`config.mk`:
```
export PLATFORM = sky130hd
export DESIGN_NAME = la_capture_rle_writer_flat
export DESIGN_NICKNAME = d
export VERILOG_FILES = /design/src/rtl/la_capture_rle_writer_if.sv /design/src/rtl/la_capture_rle_writer.sv /design/src/flat_wrapper.sv
export SDC_FILE = /design/constraint.sdc
export NUM_CORES = 1
export LEC_CHECK = 0
export CORE_MARGIN = 8
export CORE_UTILIZATION = 46
export CTS_CLUSTER_DIAMETER = 100
export CTS_CLUSTER_SIZE = 16
export DETAILED_ROUTE_END_ITERATION = 10
export GPL_ROUTABILITY_DRIVEN = 0
export MAX_ROUTING_LAYER = met4
export PLACE_DENSITY = 0.75
export RECOVER_POWER = 50
export SYNTH_ARGS = -nofsm -noshare
export SYNTH_HDL_FRONTEND = slang
export SYNTH_SLANG_ARGS = --single-unit
```
`constraint.sdc`:
```
create_clock -name clk_of_verifla -period 1.8 [get_ports clk_of_verifla]
set_clock_uncertainty 0.2 [all_clocks]
set_input_delay 0.18 -clock clk_of_verifla [delete_from_list [all_inputs] [get_ports clk_of_verifla]]
set_output_delay 0.18 -clock clk_of_verifla [all_outputs]
set_load 0.02 [all_outputs]
```
`src/rtl/la_capture_rle_writer_if.sv`:
```
// Capture RAM write port of the logic analyzer. The writer is the master; the
// RAM is the slave.
interface la_capture_rle_writer_if #(
  parameter int ADDR_BITS = 6,
  parameter int WORD_BITS = 24
);
  // Handshake: mem_we qualifies mem_addr/mem_wdata for exactly the cycle it is
  // high. The RAM always accepts, so there is no ready and no back-pressure.
  logic                 mem_we;
  logic [ADDR_BITS-1:0] mem_addr;
  logic [WORD_BITS-1:0] mem_wdata;

  modport master (output mem_we, output mem_addr, output mem_wdata);
  modport slave  (input  mem_we, input  mem_addr, input  mem_wdata);
endinterface

```
`src/rtl/la_capture_rle_writer.sv`:
```
// Capture-side RLE writer: circular pre-trigger queue, linear post-trigger fill
// and a tail descriptor line. Define LA_RLE_COMPRESSION_EN to enable run merging.
module la_capture_rle_writer #(
  parameter int LA_DATA_INPUT_WORDLEN_BITS = 16,
  parameter int LA_MEM_ADDRESS_BITS        = 6,
  parameter int LA_BT_QUEUE_LINES          = 8,
  parameter int LA_IDENTICAL_SAMPLES_BITS  = 8,
  parameter logic [LA_DATA_INPUT_WORDLEN_BITS-1:0] LA_TRIGGER_VALUE = 16'h0205,
  parameter logic [LA_DATA_INPUT_WORDLEN_BITS-1:0] LA_TRIGGER_MASK  = 16'hFFFF
) (
  input  logic                                  clk_of_verifla,
  input  logic                                  reset,
  input  logic                                  arm,
  input  logic [LA_DATA_INPUT_WORDLEN_BITS-1:0] data_in,
  la_capture_rle_writer_if.master               mem,
  output logic                                  la_trigger_matched,
  output logic                                  busy,
  output logic                                  capture_done,
  output logic [2:0]                            state_dbg
);

  localparam int DW = LA_DATA_INPUT_WORDLEN_BITS;
  localparam int AW = LA_MEM_ADDRESS_BITS;
  localparam int CW = LA_IDENTICAL_SAMPLES_BITS;

  localparam logic [AW-1:0] BT_LAST_LINE   = AW'(LA_BT_QUEUE_LINES - 1);
  localparam logic [AW-1:0] POST_FIRST     = AW'(LA_BT_QUEUE_LINES);
  localparam logic [AW-1:0] POST_LAST_LINE = AW'((1 << AW) - 2);
  localparam logic [AW-1:0] TAIL_LINE      = {AW{1'b1}};
  localparam logic [CW-1:0] CNT_ONE        = CW'(1);

  typedef enum logic [2:0] {
    IDLE = 3'd0,
    PRE  = 3'd1,
    POST = 3'd2,
    TAIL = 3'd3,
    DONE = 3'd4
  } state_t;

  state_t         state_q, state_d;
  logic [DW-1:0]  held_q, held_d;
  logic [CW-1:0]  cnt_q, cnt_d;
  logic [AW-1:0]  bt_ptr_q, bt_ptr_d;
  logic           wrapped_q, wrapped_d;
  logic [AW-1:0]  bt_last_q, bt_last_d;
  logic [AW-1:0]  post_ptr_q, post_ptr_d;
  logic           trig_q, trig_d;
  logic           we_q, we_d;
  logic [AW-1:0]  addr_q, addr_d;
  logic [CW+DW-1:0] wdata_q, wdata_d;

  logic trigger_hit;
  logic extend_run;

  assign trigger_hit = ((data_in & LA_TRIGGER_MASK) == (LA_TRIGGER_VALUE & LA_TRIGGER_MASK));

`ifdef LA_RLE_COMPRESSION_EN
  localparam logic [CW-1:0] CNT_MAX = {CW{1'b1}};
  // A saturated run is closed and the same data restarts at count 1.
  assign extend_run = (data_in == held_q) && (cnt_q != CNT_MAX);
`else
  assign extend_run = 1'b0;
`endif

  always_comb begin
    state_d    = state_q;
    held_d     = held_q;
    cnt_d      = cnt_q;
    bt_ptr_d   = bt_ptr_q;
    wrapped_d  = wrapped_q;
    bt_last_d  = bt_last_q;
    post_ptr_d = post_ptr_q;
    trig_d     = trig_q;
    we_d       = 1'b0;
    addr_d     = addr_q;
    wdata_d    = wdata_q;

    case (state_q)
      IDLE, DONE: begin
        if (arm) begin
          held_d    = data_in;
          cnt_d     = CNT_ONE;
          bt_ptr_d  = '0;
          wrapped_d = 1'b0;
          trig_d    = 1'b0;
          state_d   = PRE;
        end
      end

      PRE: begin
        if (trigger_hit) begin
          // Forced flush keeps the pre-queue non-empty; the trigger sample opens POST.
          we_d       = 1'b1;
          addr_d     = bt_ptr_q;
          wdata_d    = {cnt_q, held_q};
          bt_last_d  = bt_ptr_q;
          held_d     = data_in;
          cnt_d      = CNT_ONE;
          trig_d     = 1'b1;
          post_ptr_d = POST_FIRST;
          state_d    = POST;
        end else if (extend_run) begin
          cnt_d = cnt_q + CNT_ONE;
        end else begin
          we_d    = 1'b1;
          addr_d  = bt_ptr_q;
          wdata_d = {cnt_q, held_q};
          held_d  = data_in;
          cnt_d   = CNT_ONE;
          if (bt_ptr_q == BT_LAST_LINE) begin
            bt_ptr_d  = '0;
            wrapped_d = 1'b1;
          end else begin
            bt_ptr_d = bt_ptr_q + AW'(1);
          end
        end
      end

      POST: begin
        if (extend_run) begin
          cnt_d = cnt_q + CNT_ONE;
        end else begin
          we_d       = 1'b1;
          addr_d     = post_ptr_q;
          wdata_d    = {cnt_q, held_q};
          held_d     = data_in;
          cnt_d      = CNT_ONE;
          post_ptr_d = post_ptr_q + AW'(1);
          // The run still pending after the last data line is dropped.
          if (post_ptr_q == POST_LAST_LINE) state_d = TAIL;
        end
      end

      TAIL: begin
        we_d    = 1'b1;
        addr_d  = TAIL_LINE;
        wdata_d = {wrapped_q, {(CW-1){1'b0}}, DW'(bt_last_q)};
        state_d = DONE;
      end

      default: state_d = IDLE;
    endcase
  end

  always_ff @(posedge clk_of_verifla) begin
    if (reset) begin
      state_q    <= IDLE;
      held_q     <= '0;
      cnt_q      <= '0;
      bt_ptr_q   <= '0;
      wrapped_q  <= 1'b0;
      bt_last_q  <= '0;
      post_ptr_q <= '0;
      trig_q     <= 1'b0;
      we_q       <= 1'b0;
      addr_q     <= '0;
      wdata_q    <= '0;
    end else begin
      state_q    <= state_d;
      held_q     <= held_d;
      cnt_q      <= cnt_d;
      bt_ptr_q   <= bt_ptr_d;
      wrapped_q  <= wrapped_d;
      bt_last_q  <= bt_last_d;
      post_ptr_q <= post_ptr_d;
      trig_q     <= trig_d;
      we_q       <= we_d;
      addr_q     <= addr_d;
      wdata_q    <= wdata_d;
    end
  end

  assign mem.mem_we         = we_q;
  assign mem.mem_addr       = addr_q;
  assign mem.mem_wdata      = wdata_q;
  assign la_trigger_matched = trig_q;
  assign busy               = (state_q == PRE) || (state_q == POST) || (state_q == TAIL);
  assign capture_done       = (state_q == DONE);
  assign state_dbg          = state_q;

endmodule
```
`src/flat_wrapper.sv`:
```
// flat-port wrapper written by rule: the top's interface ports become plain ports
module la_capture_rle_writer_flat 
#(
  parameter int LA_DATA_INPUT_WORDLEN_BITS = 16,
  parameter int LA_MEM_ADDRESS_BITS        = 6,
  parameter int LA_BT_QUEUE_LINES          = 8,
  parameter int LA_IDENTICAL_SAMPLES_BITS  = 8,
  parameter logic [LA_DATA_INPUT_WORDLEN_BITS-1:0] LA_TRIGGER_VALUE = 16'h0205,
  parameter logic [LA_DATA_INPUT_WORDLEN_BITS-1:0] LA_TRIGGER_MASK  = 16'hFFFF
)
  (clk_of_verifla, reset, arm, data_in, la_trigger_matched, busy, capture_done, state_dbg, mem_mem_we, mem_mem_addr, mem_mem_wdata);
  la_capture_rle_writer_if mem_i ();
  input  logic clk_of_verifla;
  input  logic reset;
  input  logic arm;
  input  logic [LA_DATA_INPUT_WORDLEN_BITS-1:0] data_in;
  output logic la_trigger_matched;
  output logic busy;
  output logic capture_done;
  output logic [2:0] state_dbg;
  output wire logic [$bits(mem_i.mem_we)-1:0] mem_mem_we;
  output wire logic [$bits(mem_i.mem_addr)-1:0] mem_mem_addr;
  output wire logic [$bits(mem_i.mem_wdata)-1:0] mem_mem_wdata;
  assign mem_mem_we = mem_i.mem_we;
  assign mem_mem_addr = mem_i.mem_addr;
  assign mem_mem_wdata = mem_i.mem_wdata;
  la_capture_rle_writer #(.LA_DATA_INPUT_WORDLEN_BITS(LA_DATA_INPUT_WORDLEN_BITS), .LA_MEM_ADDRESS_BITS(LA_MEM_ADDRESS_BITS), .LA_BT_QUEUE_LINES(LA_BT_QUEUE_LINES), .LA_IDENTICAL_SAMPLES_BITS(LA_IDENTICAL_SAMPLES_BITS), .LA_TRIGGER_VALUE(LA_TRIGGER_VALUE), .LA_TRIGGER_MASK(LA_TRIGGER_MASK)) u_core (.clk_of_verifla(clk_of_verifla), .reset(reset), .arm(arm), .data_in(data_in), .mem(mem_i), .la_trigger_matched(la_trigger_matched), .busy(busy), .capture_done(capture_done), .state_dbg(state_dbg));
endmodule
```
# Word level (Yosys, flattened, before mapping)
# Index checks and enable logic that the tools add are counted.
dict set report word_totals {
  ff_bits 78
  input_bits 19
}
dict set report classes {
  addsub 2
  eq_ne 12
  n_mux 23
  reduce_logical 18
}
# operator count
set ops {}
lappend ops {{case mux 24 bit (2 select lines)} 1}
lappend ops {{case mux 16 bit (2 select lines)} 1}
lappend ops {{two-way mux 6 bit} 4}
lappend ops {{case mux 6 bit (2 select lines)} 2}
lappend ops {{case mux 6 bit (3 select lines)} 1}
lappend ops {{== test 16 x 10 -> 1 bit, second input constant} 1}
lappend ops {{two-way mux 16 bit} 1}
lappend ops {{case mux 8 bit (2 select lines)} 1}
lappend ops {{adder 6 x 1 -> 6 bit, second input constant} 2}
lappend ops {{case mux 3 bit (4 select lines)} 1}
lappend ops {{two-way mux 3 bit} 3}
lappend ops {{AND reduction 3 bit} 3}
lappend ops {{two-way mux 8 bit} 1}
lappend ops {{nonzero test 2 bit} 4}
lappend ops {{== test 3 x 2 -> 1 bit, second input constant} 2}
lappend ops {{== test 6 x 3 -> 1 bit, second input constant} 1}
lappend ops {{== test 6 bit, second input constant} 1}
lappend ops {{inequality test 2 x 1 -> 1 bit, second input constant} 3}
lappend ops {{AND reduction 2 bit} 3}
lappend ops {{two-way mux 1 bit} 5}
lappend ops {{inequality test 2 bit, second input constant} 2}
lappend ops {{case mux 1 bit (2 select lines)} 2}
lappend ops {{AND reduction 4 bit} 1}
lappend ops {{OR reduction 2 bit} 2}
lappend ops {{other kinds (6)} 7}

# Longest topological paths before layout
# Gate-level depths: netlist of run 1.
dict set report logic_depth {
  word_depth 4
  mapped_depth 8
  ltp_nobuf 6
}

# Worst setup path before layout of run 1
# OpenSTA, ideal clock, no wires.
dict set report synth_path {
  kind {register to register}
  startpoint {register u_core.state_q[0], in the netlist u_core.state_dbg[0]}
  endpoint {register u_core.bt_ptr_q[4]}
  setup_time_ps 74
  arrival_time_ps 1754
  t_required_ps 1526
  path_slack_ps -229
  stages_incl_launch_ff 8
  path_buffers 3
  cell_sequence {dfxtp_1 -> buf_2 -> nor2b_1 -> buf_2 -> nor2b_1 -> clkbuf_1 -> o211ai_1 -> a31oi_1}
}
dict set report synth_between {
  elab_chain_cells 4
  word_cells_on_any_way 9
  cone_classes {4 x eq/ne; 1 x mux; 4 x reduce/logical}
}
# element line
set synth_lines {}
lappend synth_lines {{start, declared} la_capture_rle_writer.sv:40} ;# state_t state_q, state_d;
lappend synth_lines {{start signal, assigned} la_capture_rle_writer.sv:159} ;# state_q <= state_d;
lappend synth_lines {{== test 3 bit or zero test 3 bit (tied branches)} la_capture_rle_writer.sv:78} ;# case (state_q)
lappend synth_lines {{OR reduction 2 bit} la_capture_rle_writer.sv:78}
lappend synth_lines {{inequality test 2 bit (no source line) or nonzero test 2 bit (tied branches)} --}
lappend synth_lines {{AND reduction 3 bit (no source line)} --}
lappend synth_lines {{end signal, assigned} la_capture_rle_writer.sv:162} ;# bt_ptr_q <= bt_ptr_d;
lappend synth_lines {{end, declared} la_capture_rle_writer.sv:43} ;# logic [AW-1:0] bt_ptr_q, bt_ptr_d;
# Several ways; a longest one is shown, not always the timed one.
# A chain may end at the register's enable or synchronous reset.

# Worst setup path after layout of run 1
dict set report layout_path {
  startpoint {input data_in[5]}
  endpoint {register u_core.post_ptr_q[0]}
}
dict set report layout_between {
  elab_chain_cells 3
}
# element line
set layout_lines {}
lappend layout_lines {{start, declared} flat_wrapper.sv:16} ;# input logic [LA_DATA_INPUT_WORDLEN_BITS-1:0] data_in;
lappend layout_lines {{== test 16 x 10 -> 1 bit} la_capture_rle_writer.sv:55} ;# assign trigger_hit = ((data_in & LA_TRIGGER_MASK) == (LA_TRIGGER_VALUE & LA_TRIGGER_MASK));
lappend layout_lines {{inequality test 2 x 1 -> 1 bit (no source line)} --}
lappend layout_lines {{AND reduction 2 bit (no source line)} --}
lappend layout_lines {{end signal, assigned} la_capture_rle_writer.sv:165} ;# post_ptr_q <= post_ptr_d;
lappend layout_lines {{end, declared} la_capture_rle_writer.sv:46} ;# logic [AW-1:0] post_ptr_q, post_ptr_d;
# Every way passes these cells.

==> run metrics, run 1 <==
outcome complete, no violations; die outline width 93.9 um; Max IR drop VDD 541 uV; Critical Path Sink Type flop; Root Driver clkbuf_8; placed cell count around 440; Clk Latency, worst-skew pair 0.34 ns; post-synthesis sequential element count 65; final net count around 410; crit-path max FO 5; layout cell share with drive strength beyond 1 22.3%; DRT Pass-1 Iters 4; Area Growth Syn to Fin 37.5%; WS Path Type in -> reg; htree depth 3; Seq/Total Area, Yosys between 40% and 50%; post-detail-place hpwl roughly 5.3 mm; ys async rst share 0%; Hold Path Class in -> reg; RSZ-0062 raised after global routing true; pre-CTS WS -0.593 ns; Ports 56; maxcap violations 0; commonest non-fill, non-tap cells in the layout dfxtp_1, nor2_1, buf_4; row count 28; Port Buffers 49; n_diodes 0; CTS Buf Count 9; commonest non-fill, non-tap cell in the layout dfxtp_1; LEAKAGE about 1.6 nW; Max Clk Rate about 560 MHz; DR vias between 2000 and 3000; Non-Filler Instances between 400 and 500; final setup margin around 0.025 ns; Post-Syn Instances 305; residual DRC count 0; number of synthesis warnings 0; Worst EP required 1.83 ns; die area 8810 um^2; initial antenna violation count 0; first-pass GRT wire length about 12 mm; routed len/inst about 16 um; post-route ant nets 0; Max clock buf depth 2; final period utilization 98.6%; Routed Wire Length 7.39 mm; DR vias/cell about 5.5; vias in the first global route between 2000 and 3000; syn avg cell area 9.14 um^2; Initial Util 47.4%; top_reg_cell synth dfxtp_1; Placeable Area 5890 um^2; Sink Count 65; height of the die roughly 94 um; Pwr per Cell Area 999 nW/um^2; TritonCTS clock tree yes; Final min period 1.77 ns; Starting DRT DRC Count about 170; Mapped Area 2790 um^2; GRT overflow 0; Worst-path clk slew 0.07 ns; synth unique cells 54; Post-synth EDFFs 0; Worst slew margin 64.7%; Arrival @ worst endpoint 1.80 ns; Tightest Pin Transition 0.529 ns; Setup violations, final 0; pin count of the biggest net entering global routing 25; Final Hold Viols 0; startpoint types input pin; Total GRT Usage roughly 18%; Slew Viols, Final 0
## synthesized netlist by cell type, drive strengths merged, types with 3 or more instances
| library cell | count | area (um^2) |
|---|---|---|
| a31oi | 3 | 18.8 |
| nand4 | 3 | 18.8 |
| o211ai | 3 | 32.5 |
| xor2 | 3 | 26.3 |
| ha | 3 | 37.5 |
| o22ai | 5 | 31.3 |
| or4b | 3 | 37.5 |
| inv | 3 | 11.3 |
| nor3 | 7 | 35.0 |
| a22oi | 11 | 82.6 |
| a311oi | 6 | 52.6 |
| nand2b | 4 | 25.0 |
| dfxtp | 65 | 1300 |
| clkbuf | 13 | 48.8 |
| mux2i | 18 | 180 |
| o22a | 3 | 26.3 |
| nand2 | 21 | 81.3 |
| nand3 | 15 | 75.1 |
| o221a | 3 | 33.8 |
| o21ai | 6 | 30.0 |
| buf | 14 | 88.8 |
| nor2 | 44 | 165 |
| a21oi | 14 | 70.1 |
| or2 | 3 | 18.8 |
| or4 | 3 | 26.3 |
| nor2b | 3 | 18.8 |
## critical path: stages
cell	delay, ns
clkdlybuf4s15_1	0.19
or4b_4	0.56
or4_4	0.62
o211ai_2	0.17
a21oi_1	0.08
## cell type report
type | instances | area [um^2]
fillers | 503 | 2050
well taps | 75 | 93.8
flip-flops and latches | 65 | 1310
inverters | 5 | 20.0
clock buffers | 10 | 138
repair buffers | 90 | 787
multi-input cells | 214 | 1420
clock inverters | 6 | 67.6
## power by group
part	total [mW]	switching, mW	internal (mW)
combinational	0.917	0.493	0.424
clock	1.27	0.589	0.679
sequential	1.65	0.0812	1.56
total	3.83	1.16	2.67
## sequential cells by signal (all words and copies together) (netlist names)
name                       flops
u_core.bt_last_q               6
u_core.bt_ptr_q                6
u_core.cnt_q                   1
u_core.held_q                 16
u_core.la_trigger_matched      1
u_core.mem.mem_addr            6
u_core.mem.mem_wdata          18
u_core.mem.mem_we              1
u_core.post_ptr_q              6
u_core.state_dbg               3
u_core.wrapped_q               1
## worst paths after layout
path	startpoint	endpoint	slack, ns	cells past startpoint
hold / removal	data_in[6]	u_core.held_q[6]$_SDFFE_PP0P_	0.005	3
setup / recovery	data_in[5]	u_core.post_ptr_q[0]$_SDFFE_PP0P_	0.03	5
setup reg to reg	u_core.state_dbg[2]$_SDFFE_PP0P_	u_core.wrapped_q$_SDFFE_PP0P_	0.07	4
hold reg to reg	u_core.wrapped_q$_SDFFE_PP0P_	u_core.wrapped_q$_SDFFE_PP0P_	0.27	1
## per-stage QoR
step / instance area, um^2 / TNS (ns) / util [%] / hold WS [ns] / power, mW
after floorplan: 2860 / -1.42 / - / 0.127 / 2.23
after global placement: 3540 / -11.39 / 60.1 / 0.253 / 2.56
after detailed placement: 3540 / -11.93 / 60.1 / 0.262 / 2.58
after CTS: 3800 / 0 / 64.6 / 0.0164 / 3.84
after global routing: 3830 / -0.0224 / 65.1 / 0.0223 / 4.00
final: 3830 / 0 / 65.1 / 0.00454 / 3.83
## routing by layer
metal / vias up / routed length, um / track usage (%)
met5: - / 0 / -
met2: 72 / 3540 / 27.9
met3: 10 / 411 / 3.60
met4: 0 / 92 / 7.79
met1: 1205 / 3350 / 21.1
li1: 1255 / - / -
## cell families (layout without fill, tap and decap cells)
| logic type | Yosys count | after routing | share of synthesized area (%) |
|---|---|---|---|
| AO/OA/AOI/OAI | 65 | 65 | 17.0 |
| buffers and inverters | 32 | 111 | 5.61 |
| multiplexers | 18 | 18 | 6.46 |
| other | 1 | 6 | 0.134 |
| flip-flops | 65 | 65 | 46.7 |
| XOR/XNOR | 4 | 4 | 1.26 |
| AND/OR/NAND/NOR | 117 | 118 | 21.6 |
| adder cells (fa/ha/maj) | 3 | 3 | 1.35 |
## repair_timing
action                                  4_1_cts  5_1_grt
endpoints found under the hold margin         4        0
resized for setup                            41       11
setup buffers                                 0        3
endpoints found under the setup margin       28       27
pin swaps                                     8        7
gates cloned                                  1        0
hold buffers                                  4        0
No activity file was read; power rests on OpenSTA's default activity.
==> inputs of run 2 (changes only) <==
- ABC_CLOCK_PERIOD_IN_PS: unset -> 1800
- SLEW_MARGIN: unset -> 5
==> results of run 2 <==
No change in the layout: final DEF, timing and power equal those of run 1.
==> inputs of run 3 (changes only) <==
- GPL_TIMING_DRIVEN: unset -> 0
- HOLD_SLACK_MARGIN: unset -> 0.08
==> run 3 against run 2 <==
  * The flow now finishes with violations (setup timing)
  * Cell count rose by 3.7%
  * Sequential power barely moved
  * Via count grew 5.5%
  * Largest power group unchanged
==> run metrics, run 3 (synthesized netlist as in run 1, its figures left out) <==
Largest register FFs 18 (unchanged); routed len/inst 17.4 um (+9.4%); Pint 3.06 mW (+15%); Worst R2R End u_core.bt_ptr_q[4]$_SDFFE_PP0P_; final period utilization 101% (+2.3 points); Worst setup endpoint u_core.bt_last_q[5]$_SDFFE_PP0N_; Tightest Pin Transition 0.519 ns (-0.0101 ns); Area Growth Syn to Fin 47.0%; startpoint types input pin; Min Hold Slack 0.250 ns (+0.245 ns); Max IR drop VDD 766 uV (+42%); post-detail-place hpwl 5.19 mm (-2.8%); row count 28 (unchanged); crit path cell chain buf_6, or4b_4, buf_6, or4_4, o21ai_2, a21oi_2; Crit-path slowest cell or4b_4; DRT Pass-1 Iters 4 (unchanged); layout cell share with drive strength beyond 1 25.8% (+3.5 points); Port Buffers 49 (unchanged); vias in the first global route 2569 (+1.7%); outcome finished with violations; Initial Util 47.4% (unchanged); R2R cell count 5 (+1); FF+latch area 1310 um^2 (unchanged); height of the die 93.9 um (unchanged); CTS Buf Count 9 (unchanged); LEAKAGE 1.64 nW (+4.9%); CP startpoint data_in[4]; first-pass GRT wire length 13.1 mm (+8.1%); final setup margin -0.0157 ns (-0.0412 ns); Worst EP required 1.82 ns (about the same); Net Sw Power 1.19 mW (+2.5%); Placeable Area 5890 um^2 (unchanged); Final min period 1.82 ns (+0.0412 ns); Slew Viols, Final 0 (unchanged); Hold Path Class in -> reg; RSZ-0062 raised after global routing true; stages on the worst setup path 6 (+1); commonest non-fill, non-tap cell in the layout dfxtp_1; Total GRT Usage 19.4% (+1.8 points); Sink Count 65 (unchanged); Routed Wire Length 8.38 mm (+13%); commonest non-fill, non-tap cells in the layout dfxtp_1, nor2_1, clkdlybuf4s50_1; Max Clk Rate 551 MHz (-2.3%); switching portion of total power 28.1% (-2.3 points); clock share of power 36.8% (+3.7 points); Max clock buf depth 2 (unchanged); Final Hold Viols 0 (unchanged); Clk Latency, worst-skew pair 0.34 ns (about the same); htree depth 3 (unchanged); die area 8810 um^2 (unchanged); WS Path Type in -> reg; Arrival @ worst endpoint 1.83 ns (+0.03 ns); die outline width 93.9 um (unchanged); pin count of the biggest net entering global routing 12 (-52%); most used cell along the critical path buf_6; Seq pwr share 38.6% (-4.4 points); n_diodes 0 (unchanged); crit-path max FO 5 (unchanged); Pwr per Cell Area 1040 nW/um^2 (+3.7%); Final Util 69.7% (+4.5 points); Root Driver clkbuf_8; initial antenna violation count 0 (unchanged); Critical Path Sink Type flop; R2R setup slack 0.05 ns (-0.02 ns); Setup violations, final 2 (+2); residual DRC count 0 (unchanged); Starting DRT DRC Count 261 (+52%); maxcap violations 0 (unchanged); Ports 56 (unchanged); post-route ant nets 0 (unchanged); Comb power frac 24.5% (+0.6 points); area of the multi-input gates 1490 um^2 (+4.9%); DR vias 2681 (+5.5%); fillers 448 (-11%); DR vias/cell 5.56 (+1.7%); CP delay by family, top simple AND/OR/NAND/NOR gates; Worst slew margin 65.4% (+0.71 points); RR Startpoint u_core.state_dbg[0]$_SDFFE_PP0P_; largest stage delay on the critical path 0.58 ns (-0.04 ns); Worst-path clk slew 0.07 ns (about the same); failing checks setup timing; Bufs and invs on worst path 2 (+1); TritonCTS clock tree yes; GRT overflow 0 (unchanged); final net count 424 (+4.2%)
-- run 3: cell type report --
cell class	count	area share [%]
Clock inverter	4	2.41
Sequential cell	65	31.9
Timing Repair Buffer	83	18.4
Inverter	5	0.580
Multi-Input combinational cell	214	36.4
Buffer	24	4.33
Tap cell	75	2.29
Clock buffer	12	3.78
-- run 3: per-stage QoR --
| step | cells | setup slack [ns] | instance area, um^2 | setup TNS [ns] | power (mW) |
|---|---|---|---|---|---|
| after floorplan | 310 | -0.142 | 2860 | -1.42 | 2.23 |
| after global placement | 434 | -0.678 | 3440 | -22.40 | 2.53 |
| after detailed placement | 434 | -0.701 | 3440 | -24.26 | 2.55 |
| after CTS | 473 | -0.00238 | 3960 | -0.00238 | 4.18 |
| after global routing | 482 | -0.0409 | 4100 | -0.145 | 4.42 |
| final | 482 | -0.0157 | 4100 | -0.0206 | 4.25 |
-- run 3: per-layer routing --
metal / up-vias / routed length [um] / global-route usage, %
li1: 1288 / - / -
met1: 1283 / 3500 / 23.3
met2: 89 / 4010 / 30.2
met3: 21 / 647 / 4.48
met4: 0 / 214 / 8.98
met5: - / 0 / -
-- run 3: worst register-to-register path, stage by stage (launching register included) --
cell,delay (ns)
dfxtp_2,0.33
buf_6,0.12
or3b_2,0.49
nor2_1,0.22
nand3b_1,0.13
a31oi_1,0.16
-- run 3: what timing repair did --
| item | in CTS | in global routing |
|---|---|---|
| cloned | 1 | 0 |
| endpoints found under the setup margin | 54 | 59 |
| pin swaps | 11 | 15 |
| hold buffers | 16 | 0 |
| buffers inserted | 9 | 9 |
| hold endpoints to repair | 16 | 0 |
| resized for setup | 54 | 50 |
-- run 3: power by group through the flow --
| stage | clock network, mW | logic (mW) | registers [mW] |
|---|---|---|---|
| 3_5_place_dp | 0 | 0.880 | 1.67 |
| 5_1_grt | 1.64 | 1.12 | 1.65 |
| 2_1_floorplan | 0 | 0.494 | 1.74 |
| 6_report | 1.56 | 1.04 | 1.64 |
| 3_3_place_gp | 0 | 0.868 | 1.66 |
| 4_1_cts | 1.58 | 0.958 | 1.64 |
-- run 3: how the worst min path moves through the flow --
| stage | start | to | slack [ns] | cells after the start |
|---|---|---|---|---|
| after detailed placement | u_core.wrapped_q$_SDFFE_PP0P_ | u_core.wrapped_q$_SDFFE_PP0P_ | 0.26 | 1 |
| after floorplan | data_in[0] | u_core.held_q[0]$_SDFFE_PP0P_ | 0.13 | 2 |
| final | data_in[11] | u_core.bt_last_q[4]$_SDFFE_PP0N_ | 0.25 | 6 |
| after global routing | data_in[11] | u_core.bt_last_q[4]$_SDFFE_PP0N_ | 0.27 | 6 |
| after global placement | u_core.la_trigger_matched$_SDFFE_PP0P_ | u_core.la_trigger_matched$_SDFFE_PP0P_ | 0.25 | 1 |
| after CTS | data_in[14] | u_core.bt_last_q[1]$_SDFFE_PP0N_ | 0.26 | 5 |
